## src/rtl/ibex_wb_pkg.sv

```systemverilog
// Shared types and width helpers for the Ibex-to-Wishbone pipelined bridge.
package ibex_wb_pkg;

    typedef enum logic [1:0] {
        IDLE  = 2'd0,
        BUSY  = 2'd1,
        ABORT = 2'd2
    } bridge_state_e;

    // Outstanding counter must be able to hold MAX_OUTSTANDING itself.
    function automatic int cnt_width(input int max_outstanding);
        return (max_outstanding < 1) ? 1 : $clog2(max_outstanding + 1);
    endfunction

    // A disabled watchdog still gets a 1-bit register so no zero-width vector appears.
    function automatic int tmr_width(input int timeout_cycles);
        return (timeout_cycles < 1) ? 1 : $clog2(timeout_cycles + 1);
    endfunction

endpackage

```

## src/rtl/ibex_wb_bridge.sv

```systemverilog
// Ibex core port to Wishbone B4 pipelined bridge with outstanding-transaction
// tracking and a response watchdog that drains hung transactions as errors.
module ibex_wb_bridge
    import ibex_wb_pkg::*;
#(
    parameter int ADDR_WIDTH      = 32,
    parameter int DATA_WIDTH      = 32,
    parameter int MAX_OUTSTANDING = 2,
    parameter int TIMEOUT_CYCLES  = 255
) (
    input  logic                    clk,
    input  logic                    rst_n,
    input  logic                    req,
    output logic                    gnt,
    output logic                    rvalid,
    input  logic                    we,
    input  logic [DATA_WIDTH/8-1:0] be,
    input  logic [ADDR_WIDTH-1:0]   addr,
    input  logic [DATA_WIDTH-1:0]   wdata,
    output logic [DATA_WIDTH-1:0]   rdata,
    output logic                    err,
    output logic                    wb_cyc,
    output logic                    wb_stb,
    output logic                    wb_we,
    output logic [DATA_WIDTH/8-1:0] wb_sel,
    output logic [ADDR_WIDTH-1:0]   wb_adr,
    output logic [DATA_WIDTH-1:0]   wb_dat_o,
    input  logic [DATA_WIDTH-1:0]   wb_dat_i,
    input  logic                    wb_ack,
    input  logic                    wb_err,
    input  logic                    wb_stall,
    output logic                    abort
);

    localparam int CW = cnt_width(MAX_OUTSTANDING);
    localparam int TW = tmr_width(TIMEOUT_CYCLES);
    localparam logic [CW-1:0] MAX_CNT = CW'(MAX_OUTSTANDING);
    localparam logic [TW-1:0] TMO_CNT = TW'(TIMEOUT_CYCLES);

    bridge_state_e   state_q, state_d;
    logic [CW-1:0]   count_q, count_d;
    logic [TW-1:0]   timer_q, timer_d;
    logic            abort_q, abort_d;

    logic            full;
    logic            pending;
    logic            resp;

    assign wb_we    = we;
    assign wb_sel   = be;
    assign wb_adr   = addr;
    assign wb_dat_o = wdata;
    assign abort    = abort_q;

    always_comb begin
        state_d = state_q;
        count_d = count_q;
        timer_d = timer_q;
        abort_d = 1'b0;
        gnt     = 1'b0;
        wb_stb  = 1'b0;
        wb_cyc  = 1'b0;
        rvalid  = 1'b0;
        err     = 1'b0;
        rdata   = wb_dat_i;

        full    = (count_q == MAX_CNT);
        pending = (count_q != '0);
        resp    = (wb_ack | wb_err) & pending;

        if (state_q == ABORT) begin
            // Bus is released; each cycle retires one outstanding transaction as an error.
            rvalid  = 1'b1;
            err     = 1'b1;
            rdata   = '0;
            timer_d = '0;
            if (count_q <= CW'(1)) begin
                count_d = '0;
                state_d = IDLE;
            end else begin
                count_d = count_q - CW'(1);
            end
        end else begin
            wb_stb = req & ~full;
            gnt    = wb_stb & ~wb_stall;
            wb_cyc = req | pending;
            rvalid = resp;
            err    = resp & wb_err;

            unique case ({gnt, resp})
                2'b10:   count_d = count_q + CW'(1);
                2'b01:   count_d = count_q - CW'(1);
                default: count_d = count_q;
            endcase

            if (TIMEOUT_CYCLES == 0 || !pending || resp) begin
                timer_d = '0;
            end else begin
                timer_d = timer_q + TW'(1);
            end

            // A response in the expiry cycle already cleared the watchdog, so it wins.
            if (TIMEOUT_CYCLES != 0 && pending && !resp && timer_q == TMO_CNT) begin
                state_d = ABORT;
                abort_d = 1'b1;
                timer_d = '0;
            end else begin
                state_d = (count_d != '0) ? BUSY : IDLE;
            end
        end
    end

    always_ff @(posedge clk or negedge rst_n) begin
        if (!rst_n) begin
            state_q <= IDLE;
            count_q <= '0;
            timer_q <= '0;
            abort_q <= 1'b0;
        end else begin
            state_q <= state_d;
            count_q <= count_d;
            timer_q <= timer_d;
            abort_q <= abort_d;
        end
    end

endmodule

```

## config.mk

```make
export PLATFORM = sky130hd
export DESIGN_NAME = ibex_wb_bridge
export DESIGN_NICKNAME = d
export VERILOG_FILES = /design/src/rtl/ibex_wb_pkg.sv /design/src/rtl/ibex_wb_bridge.sv
export SDC_FILE = /design/constraint.sdc
export NUM_CORES = 1
export LEC_CHECK = 0
export ABC_AREA = 0
export BUFFER_PORTS_ARGS = -buffer_cell sky130_fd_sc_hd__buf_2
export CORE_AREA = 2 2 83 85
export CTS_BUF_LIST = sky130_fd_sc_hd__clkbuf_8
export CTS_CLUSTER_DIAMETER = 150
export DETAILED_ROUTE_END_ITERATION = 10
export DIE_AREA = 0 0 85 87
export GPL_TIMING_DRIVEN = 0
export PLACE_DENSITY = 0.71
export SLEW_MARGIN = 20
export SYNTH_ARGS = -nofsm -noshare
export SYNTH_HDL_FRONTEND = slang
export SYNTH_SLANG_ARGS = --single-unit
export TNS_END_PERCENT = 20
```

## constraint.sdc

```tcl
create_clock -name clk -period 2 [get_ports clk]
set_input_delay 0.3 -clock clk [delete_from_list [all_inputs] [get_ports clk]]
set_output_delay 0.3 -clock clk [all_outputs]
set_load 0.02 [all_outputs]
```

==> results.txt, run 1 <==
Min Tclk post-route - 1950 ps
Synth Cell Area - 1496 um2
Die Width - 85 um
Wire per inst - 10.56 um
Initial DRC Count - 36
Number of global-route vias before repair - 1421
Seq cells post-synth - 13
Crit Path Max Fanout - 4
Final Max Slew Viols - 0
Gp weighted congestion - 0.7843
Top cells by area, synth - buf_4, dfrtp_1, and2_1
Area grow syn2layout - 61.20%
Clock slew at reported path FFs - 50 ps
Residual DRC - 0
Core footprint - 6569 um2
CP startpoint - count_q[0]
CP Capture Type - flip-flop
Via count - 1692
Logic pwr share - 0.585
Bufs on Longest Clock Path - 2
DIE AREA - 7395 um2
Achievable frequency - 512.7 MHz
Switching power total - 0.5164 mW
# nets final - 455
Measured slew at the worst slew-check pin - 524.7 ps
GR Util All Layers - 0.1022
Pwr/cell area - 545.3 nW/um2
P_leak - 1.394 nW
Worst slack, placed - -133.5 ps
Setup Skew - 0.5491 ps
DRT Pass-1 Iters - 4
Final design utilization - 0.3672
Setup_tns - 0 ps
Final setup violating endpoints - 0
Switching share of power - 0.3926
Final WS setup - 49.53 ps
Max Cap Viol - 0
Syn. warnings - 0
Total CTS buffers - 3
Worst vdd ir - 0.2080 mV
Power Total - 1.315 mW
Worst reg2reg startpoint - count_q[0]
Root Driver - clkbuf_8
Slew HR - 0.6475
I/O pins - 214
Avg Synthesized Cell Area - 7.960 um2
PortBufs - 144
WS Path Type - flip-flop to flip-flop
Yosys top cell by area - buf_4
Global-route wire length before repair - 5961 um
Internal power - 0.7991 mW
DRT Wirelength - 4455 um
Initial antenna violation count - 3
Synth cell types - 30
Register area share after synthesis - 0.2174
Share of power burned in registers - 0.241
Period utilization - 0.9752
Clk_lat worst skew - 240 ps
Initial core utilization - 0.2278
Worst EP required - 2130 ps
Status - finished clean
Die H - 87 um
Vias per Instance - 4.009
Mapped Nets - 302
CTS tree - yes
GRT overflow - 0
Worst EP arrival - 2080 ps
Largest net degree at the start of global routing - 14
Detailed Place HPWL - 3902 um
Share of post-route cells with drive strength above 1 - 0.6706
Clk sink count - 13
Hold Crit Class - input pin to asynchronous set/reset pin
Synth Instances - 188
Worst Setup Start Kind - flip-flop
Detail Route Antenna Nets - 0
Synth top area share - 0.3462
Final Hold Vio Count - 0
Clock share of power - 0.174
Number of H-tree levels - 1
Num rows - 30
-- worst paths after layout --
| check | end | slack [ps] | cells past startpoint |
|---|---|---|---|
| max in group asynchronous | state_q[1] | 1300 | 2 |
| setup reg to reg | state_q[0] | 50 | 8 |
| hold / removal | timer_q[4] | 470 | 2 |
| min in group clk | state_q[1] | 490 | 4 |
| hold reg to reg | timer_q[0] | 500 | 1 |
| setup / recovery | state_q[0] | 50 | 8 |
-- synth_stat cells (all sizes together) --
cell type and n:
mux2i 1, a311oi 1, a21oi 4, nand2 6, buf 69, o211a 1
and4 1, nand4 2, xor2 2, a31oi 2, nor2 12, a41oi 1
xnor2 1, o22a 1, nor3 2, inv 7, and2 33, ha 7
nand2b 2, clkbuf 4, nand3 4, mux2 1, nor2b 1, dfrtp 13
or3 3, or2 1, o211ai 1, o21ai 5
-- state kept, by name, summed over array words and instances (netlist names) --
name	cells
timer_q	8
count_q	2
state_q	2
abort	1
-- critical path, cell delays in order, from the launching register on --
cell	delay, ps
dfrtp_1	370
inv_2	70
ha_2	190
nand2b_1	150
or2_4	240
ha_2	180
mux2_2	270
o22a_1	170
o211a_1	200
-- routing by layer --
layer / vias to the layer above / wire [um] / global-route usage
met5: - / 11 / 0
met2: 121 / 2272 / 0.1861
li1: 844 / - / -
met3: 12 / 670 / 0.04455
met4: 2 / 115 / 0.06494
met1: 713 / 1385 / 0.09264
-- power by group through the flow --
stage	Sequential, mW	Combinational (mW)	Clock (mW)
2_1_floorplan	0.321	0.521	0
3_3_place_gp	0.325	0.713	0
3_5_place_dp	0.326	0.718	0
4_1_cts	0.315	0.742	0.236
5_1_grt	0.321	0.837	0.249
6_report	0.317	0.770	0.228
-- layout make-up --
cell class / instances / area, um2
Fill cell: 667 / 4156
Timing Repair Buffer: 148 / 753.2
Multi-Input combinational cell: 95 / 623.1
Buffer: 73 / 534.3
Sequential cell: 13 / 325.3
Tap cell: 80 / 100.1
Clock buffer: 3 / 41.29
Inverter: 7 / 26.28
Antenna cell: 2 / 5.005
Clock inverter: 1 / 3.754
-- cell usage in the layout (no fill, tap or decap), types with 2 or more instances in the layout --
cell type	n
buf_2	144
buf_4	72
and2_1	33
dfrtp_1	13
nor2_1	11
inv_1	7
nand2_1	6
o21ai_0	5
a21oi_1	4
ha_1	4
or3_1	3
nand3_1	3
clkbuf_1	3
ha_2	3
clkbuf_8	3
diode_2	2
nand4_1	2
nand2b_1	2
nor3_1	2
xor2_1	2
a31oi_1	2
-- logic make-up after synthesis --
logic type,Yosys count,share of synthesized area
AOI/OAI and AO/OA,16,0.06773
adders and majority gates,7,0.05853
muxes,2,0.01421
DFF,13,0.2174
buffers and inverters,80,0.3746
xor gates and xnor gates,3,0.01756
and+or+nand+nor,67,0.2500
-- through the flow --
stage          hold WS [ps]  area (um2)  std cells
2_1_floorplan         4.409        1499        188
4_1_cts               473.9        2385        418
6_report              474.1        2412        422
3_3_place_gp          203.4        2320        412
5_1_grt               504.0        2407        420
3_5_place_dp          204.6        2320        412
-- timing repair --
action / in CTS / in global routing
endpoints found under the hold margin: 13 / 0
buffers inserted: 1 / 2
setup endpoints to repair: 1 / 1
hold buffers: 1 / 0
pin swaps: 0 / 1
resized for setup: 1 / 3
Power figures use the tool's default switching activity.
==> run 2, diff against run 1 <==
--- a/config.mk
+++ b/config.mk
@@ -8,7 +8,6 @@
 export ABC_AREA = 0
 export BUFFER_PORTS_ARGS = -buffer_cell sky130_fd_sc_hd__buf_2
 export CORE_AREA = 2 2 83 85
-export CTS_BUF_LIST = sky130_fd_sc_hd__clkbuf_8
 export CTS_CLUSTER_DIAMETER = 150
 export DETAILED_ROUTE_END_ITERATION = 10
 export DIE_AREA = 0 0 85 87
==> run 2 against run 1 <==
Routed wire length is the same. Critical path depth is the same. Flip-flop and latch count is the same. Critical endpoint unchanged. Register-to-register slack is essentially flat. Via count is essentially flat. Worst setup slack is the same. Die area is the same. Core utilization is the same. Maximum frequency is the same. Sequential power is essentially flat. Global-route usage is the same. Hold slack is essentially flat.
==> results.txt, run 2 (same netlist as run 1, synthesis figures left out) <==
Status - finished clean
Initial DRC Count - 35
PortBufs - 144
I/O pins - 214
Delay-heaviest family, CP - simple AND/OR/NAND/NOR gates
P_leak - 1.390 nW
Detail Route Antenna Nets - 0
Detailed Place HPWL - 3902 um
Largest registers - timer_q (8), count_q (2), state_q (2)
Clk_lat worst skew - 240 ps
CP startpoint - count_q[0]
Slew HR - 0.6475
Cell mode on critical path - ha_2
WS Path Type - flip-flop to flip-flop
Layout Cells excl Fill - 422
Num rows - 30
Worst stage delay on the critical path - 370 ps
Share of post-route cells with drive strength above 1 - 0.6706
# nets final - 455
Bufs on Longest Clock Path - 2
CP bufs+invs - 1
Initial core utilization - 0.2278
Most common cell after layout, fill and taps aside - buf_2
DRT Wirelength - 4455 um
CP Capture Type - flip-flop
Core footprint - 6569 um2
Placed cells - 412
Final Max Slew Viols - 0
Final setup violating endpoints - 0
Max FFs per register - 8
Gp weighted congestion - 0.7843
Wire per inst - 10.56 um
Worst Setup Start Kind - flip-flop
Die H - 87 um
Clock slew at reported path FFs - 50 ps
Final Hold Vio Count - 0
Measured slew at the worst slew-check pin - 524.7 ps
CP Cell Sequence - inv_2 > ha_2 > nand2b_1 > or2_4 > ha_2 > mux2_2 > o22a_1 > o211a_1
Period utilization - 0.9752
Worst vdd ir - 0.2080 mV
Largest register by flop count - timer_q
Via count - 1691
CTS tree - yes
Slowest CP cell - dfrtp_1
Max Cap Viol - 0
GRT overflow - 0
Largest net degree at the start of global routing - 14
Number of H-tree levels - 1
Min Tclk post-route - 1950 ps
Area grow syn2layout - 61.20%
Power Total - 1.320 mW
Clk sink count - 13
Hold Crit Class - input pin to asynchronous set/reset pin
Worst EP required - 2130 ps
Number of global-route vias before repair - 1421
Setup Skew - 1.029 ps
GR Util All Layers - 0.1022
Global-route wire length before repair - 5961 um
Crit Path Max Fanout - 4
Commonest cells after routing, fill and taps aside - buf_2, buf_4, and2_1
Total CTS buffers - 3
Pwr/cell area - 547.3 nW/um2
Residual DRC - 0
Achievable frequency - 512.7 MHz
DRT Pass-1 Iters - 4
Worst EP arrival - 2080 ps
Die Width - 85 um
Vias per Instance - 4.007
Initial antenna violation count - 3
DIE AREA - 7395 um2
Root Driver - clkbuf_8
Worst reg2reg startpoint - count_q[0]
-- run 2: per-stage QoR --
step                cell area, um2  setup slack [ps]    util  hold slack (ps)  TNS [ps]
detailed placement            2320            -133.5  0.3531            204.6    -133.5
global placement              2320            -118.9  0.3531            203.4    -118.9
finish                        2412             49.53  0.3672            474.3         0
global route                  2407            -11.25  0.3665            504.1    -11.25
CTS                           2385             17.73  0.3630            473.9         0
floorplan                     1499             1.051       -            4.409         0
-- run 2: report_power, final --
| part | leakage (nW) | internal (mW) | switching (mW) |
|---|---|---|---|
| clock network | 0.0228 | 0.141 | 0.0924 |
| registers | 0.177 | 0.294 | 0.0227 |
| logic | 1.19 | 0.369 | 0.401 |
| total | 1.39 | 0.804 | 0.516 |
-- run 2: area by class of cell --
type | count | area [um2]
inverters | 7 | 26.28
multi-input cells | 95 | 623.1
plain buffers | 73 | 534.3
flip-flops and latches | 13 | 325.3
fillers | 667 | 4156
repair buffers | 148 | 753.2
well taps | 80 | 100.1
diodes | 2 | 5.005
clock buffers | 4 | 45.04
-- run 2: path summary, 6_finish.rpt --
kind / to / slack, ps / cells after the start
max: state_q[0] / 50 / 8
min: timer_q[4] / 470 / 2
max reg2reg: state_q[0] / 50 / 8
min reg2reg: timer_q[0] / 500 / 1
max in group asynchronous: abort / 1300 / 2
min in group clk: state_q[1] / 490 / 4
-- run 2: routing by layer --
metal | vias to the layer above | global-route usage | part of all wire
li1 | 844 | - | -
met1 | 712 | 0.09264 | 0.31
met2 | 121 | 0.1861 | 0.51
met3 | 12 | 0.04455 | 0.15
met4 | 2 | 0.06494 | 0.026
met5 | - | 0 | 0.0025
-- run 2: what timing repair did --
| action | in CTS | in global routing |
|---|---|---|
| hold buffers | 1 | 0 |
| hold endpoints to repair | 13 | 0 |
| buffers inserted | 1 | 2 |
| setup endpoints to repair | 1 | 1 |
| resized for setup | 1 | 3 |
| pin swaps | 0 | 1 |
==> run 3, diff against run 2 <==
--- a/config.mk
+++ b/config.mk
@@ -12,7 +12,7 @@
 export DETAILED_ROUTE_END_ITERATION = 10
 export DIE_AREA = 0 0 85 87
 export GPL_TIMING_DRIVEN = 0
-export PLACE_DENSITY = 0.71
+export PLACE_DENSITY = 0.67
 export SLEW_MARGIN = 20
 export SYNTH_ARGS = -nofsm -noshare
 export SYNTH_HDL_FRONTEND = slang
==> run 3 against run 2 <==
Highest routed layer is now met4. Flip-flop and latch count unchanged. Critical endpoint unchanged. Largest power group unchanged. Sequential share of layout area stayed put. Via count decreased by 1.7%. Die area did not move. Clock skew about the same. Largest cell class unchanged. Global-route usage decreased by 0.99 points. Hold slack got worse by 3.6 ps. First-iteration DRC count shrank 46%. Combinational power is essentially flat. Maximum frequency rose by 1.7%. Sequential power fell by 1%.
==> results.txt, run 3 (same netlist as run 1, synthesis figures left out) <==
P_leak - 1.394 nW
Global-route wire length before repair - 5671 um
Bufs on Longest Clock Path - 2
Wire per inst - 9.681 um
Delay-heaviest family, CP - simple AND/OR/NAND/NOR gates
Worst EP arrival - 2050 ps
Setup Skew - 0.7637 ps
# nets final - 455
Cell mode on critical path - ha_2
Worst EP required - 2130 ps
Gp weighted congestion - 0.7590
CP bufs+invs - 1
Detail Route Antenna Nets - 0
I/O pins - 214
Layout Cells excl Fill - 420
Residual DRC - 0
Worst slack, placed - -135.1 ps
Worst Setup Start Kind - flip-flop
Die H - 87 um
Vias per Instance - 3.960
Core footprint - 6569 um2
Most common cell after layout, fill and taps aside - buf_2
Min Tclk post-route - 1917 ps
Initial DRC Count - 19
Worst vdd ir - 0.2086 mV
Crit Path Max Fanout - 4
Largest register by flop count - timer_q
Status - finished clean
Slowest CP cell - dfrtp_1
GR Util met3 - 0.02180
Measured slew at the worst slew-check pin - 460.4 ps
Num rows - 30
Detailed Place HPWL - 3554 um
Period utilization - 0.9585
DRT Pass-1 Iters - 4
CTS tree - yes
Worst hold slack - 470.7 ps
Achievable frequency - 521.6 MHz
Via count - 1663
Share of post-route cells with drive strength above 1 - 0.6706
# diodes - 0
Pwr/cell area - 546.8 nW/um2
Hold Crit Class - input pin to asynchronous set/reset pin
Worst stage delay on the critical path - 360 ps
Slew HR - 0.6907
Die Width - 85 um
DIE AREA - 7395 um2
WS Path Type - flip-flop to flip-flop
Power Total - 1.319 mW
CP Capture Type - flip-flop
Clk_lat worst skew - 240 ps
GR Util All Layers - 0.09232
Placed cells - 412
Root Driver - clkbuf_8
Total CTS buffers - 3
Largest registers - timer_q (8), count_q (2), state_q (2)
Area grow syn2layout - 61.20%
Final Max Slew Viols - 0
Number of global-route vias before repair - 1359
Initial core utilization - 0.2278
Clock slew at reported path FFs - 50 ps
Met2 usage - 0.1804
Number of H-tree levels - 1
Most Crowded Layer GR - met2
Clk sink count - 13
Commonest cells after routing, fill and taps aside - buf_2, buf_4, and2_1
GRT overflow - 0
Final setup violating endpoints - 0
Initial antenna violation count - 0
Final Hold Vio Count - 0
Max Cap Viol - 0
DRT Wirelength - 4066 um
RSZ-0062 raised after global routing - false
Largest net degree at the start of global routing - 14
Final WS setup - 82.95 ps
Max FFs per register - 8
CP Cell Sequence - inv_2 > ha_2 > nand2b_4 > or2_4 > ha_2 > mux2_2 > o22a_1 > o211a_1
GRT met1 Usage - 0.09436
PortBufs - 144
==> run 3: cell types whose count changed in the layout (fill, tap and decap cells not counted), sizes merged <==
cell   delta
diode     -2
==> run 3: metal layers <==
metal  vias to the layer above  wire (um)
met3                         5        527
met2                       121       2146
met4                         0         28
met5                         -          0
li1                        837          -
met1                       700       1363
==> run 3: report_power, final <==
part	switching [mW]	internal, mW	leakage, nW
Sequential	0.0193	0.294	0.177
Clock	0.0941	0.141	0.0228
Combinational	0.399	0.371	1.19
==> run 3: stage by stage <==
step	area, um2	utilization	TNS [ps]
6_report	2412	0.3672	0
5_1_grt	2412	0.3672	0
4_1_cts	2385	0.3630	0
3_5_place_dp	2320	0.3531	-135.1
3_3_place_gp	2320	0.3531	-114.7
2_1_floorplan	1499	-	0
==> run 3: final cells by class <==
class,count,area [um2]
fillers,691,4156
inverters,7,26.28
multi-input cells,95,628.1
flip-flops and latches,13,325.3
clock buffers,4,45.04
plain buffers,73,534.3
repair buffers,148,753.2
well taps,80,100.1
==> run 3: worst register-to-register path, stage by stage (launching register included) <==
cell,delay (ps)
dfrtp_1,360
inv_2,60
ha_2,190
nand2b_4,140
or2_4,240
ha_2,180
mux2_2,270
o22a_1,170
o211a_1,200
==> run 3: worst paths after layout <==
check,from,to,slack [ps],cells past startpoint
setup / recovery,count_q[0],state_q[0],80,8
hold / removal,rst_n,timer_q[5],470,2
setup reg to reg,count_q[0],state_q[0],80,8
hold reg to reg,timer_q[0],timer_q[0],510,1
max in group asynchronous,rst_n,timer_q[3],1300,2
min in group clk,wb_ack,state_q[1],470,4
==> run 3: what timing repair did <==
action	CTS	global route
gates resized for setup	1	3
pin swaps	0	1
hold buffers	1	0
hold endpoints to repair	13	0
setup buffers	1	2
setup endpoints to repair	3	1
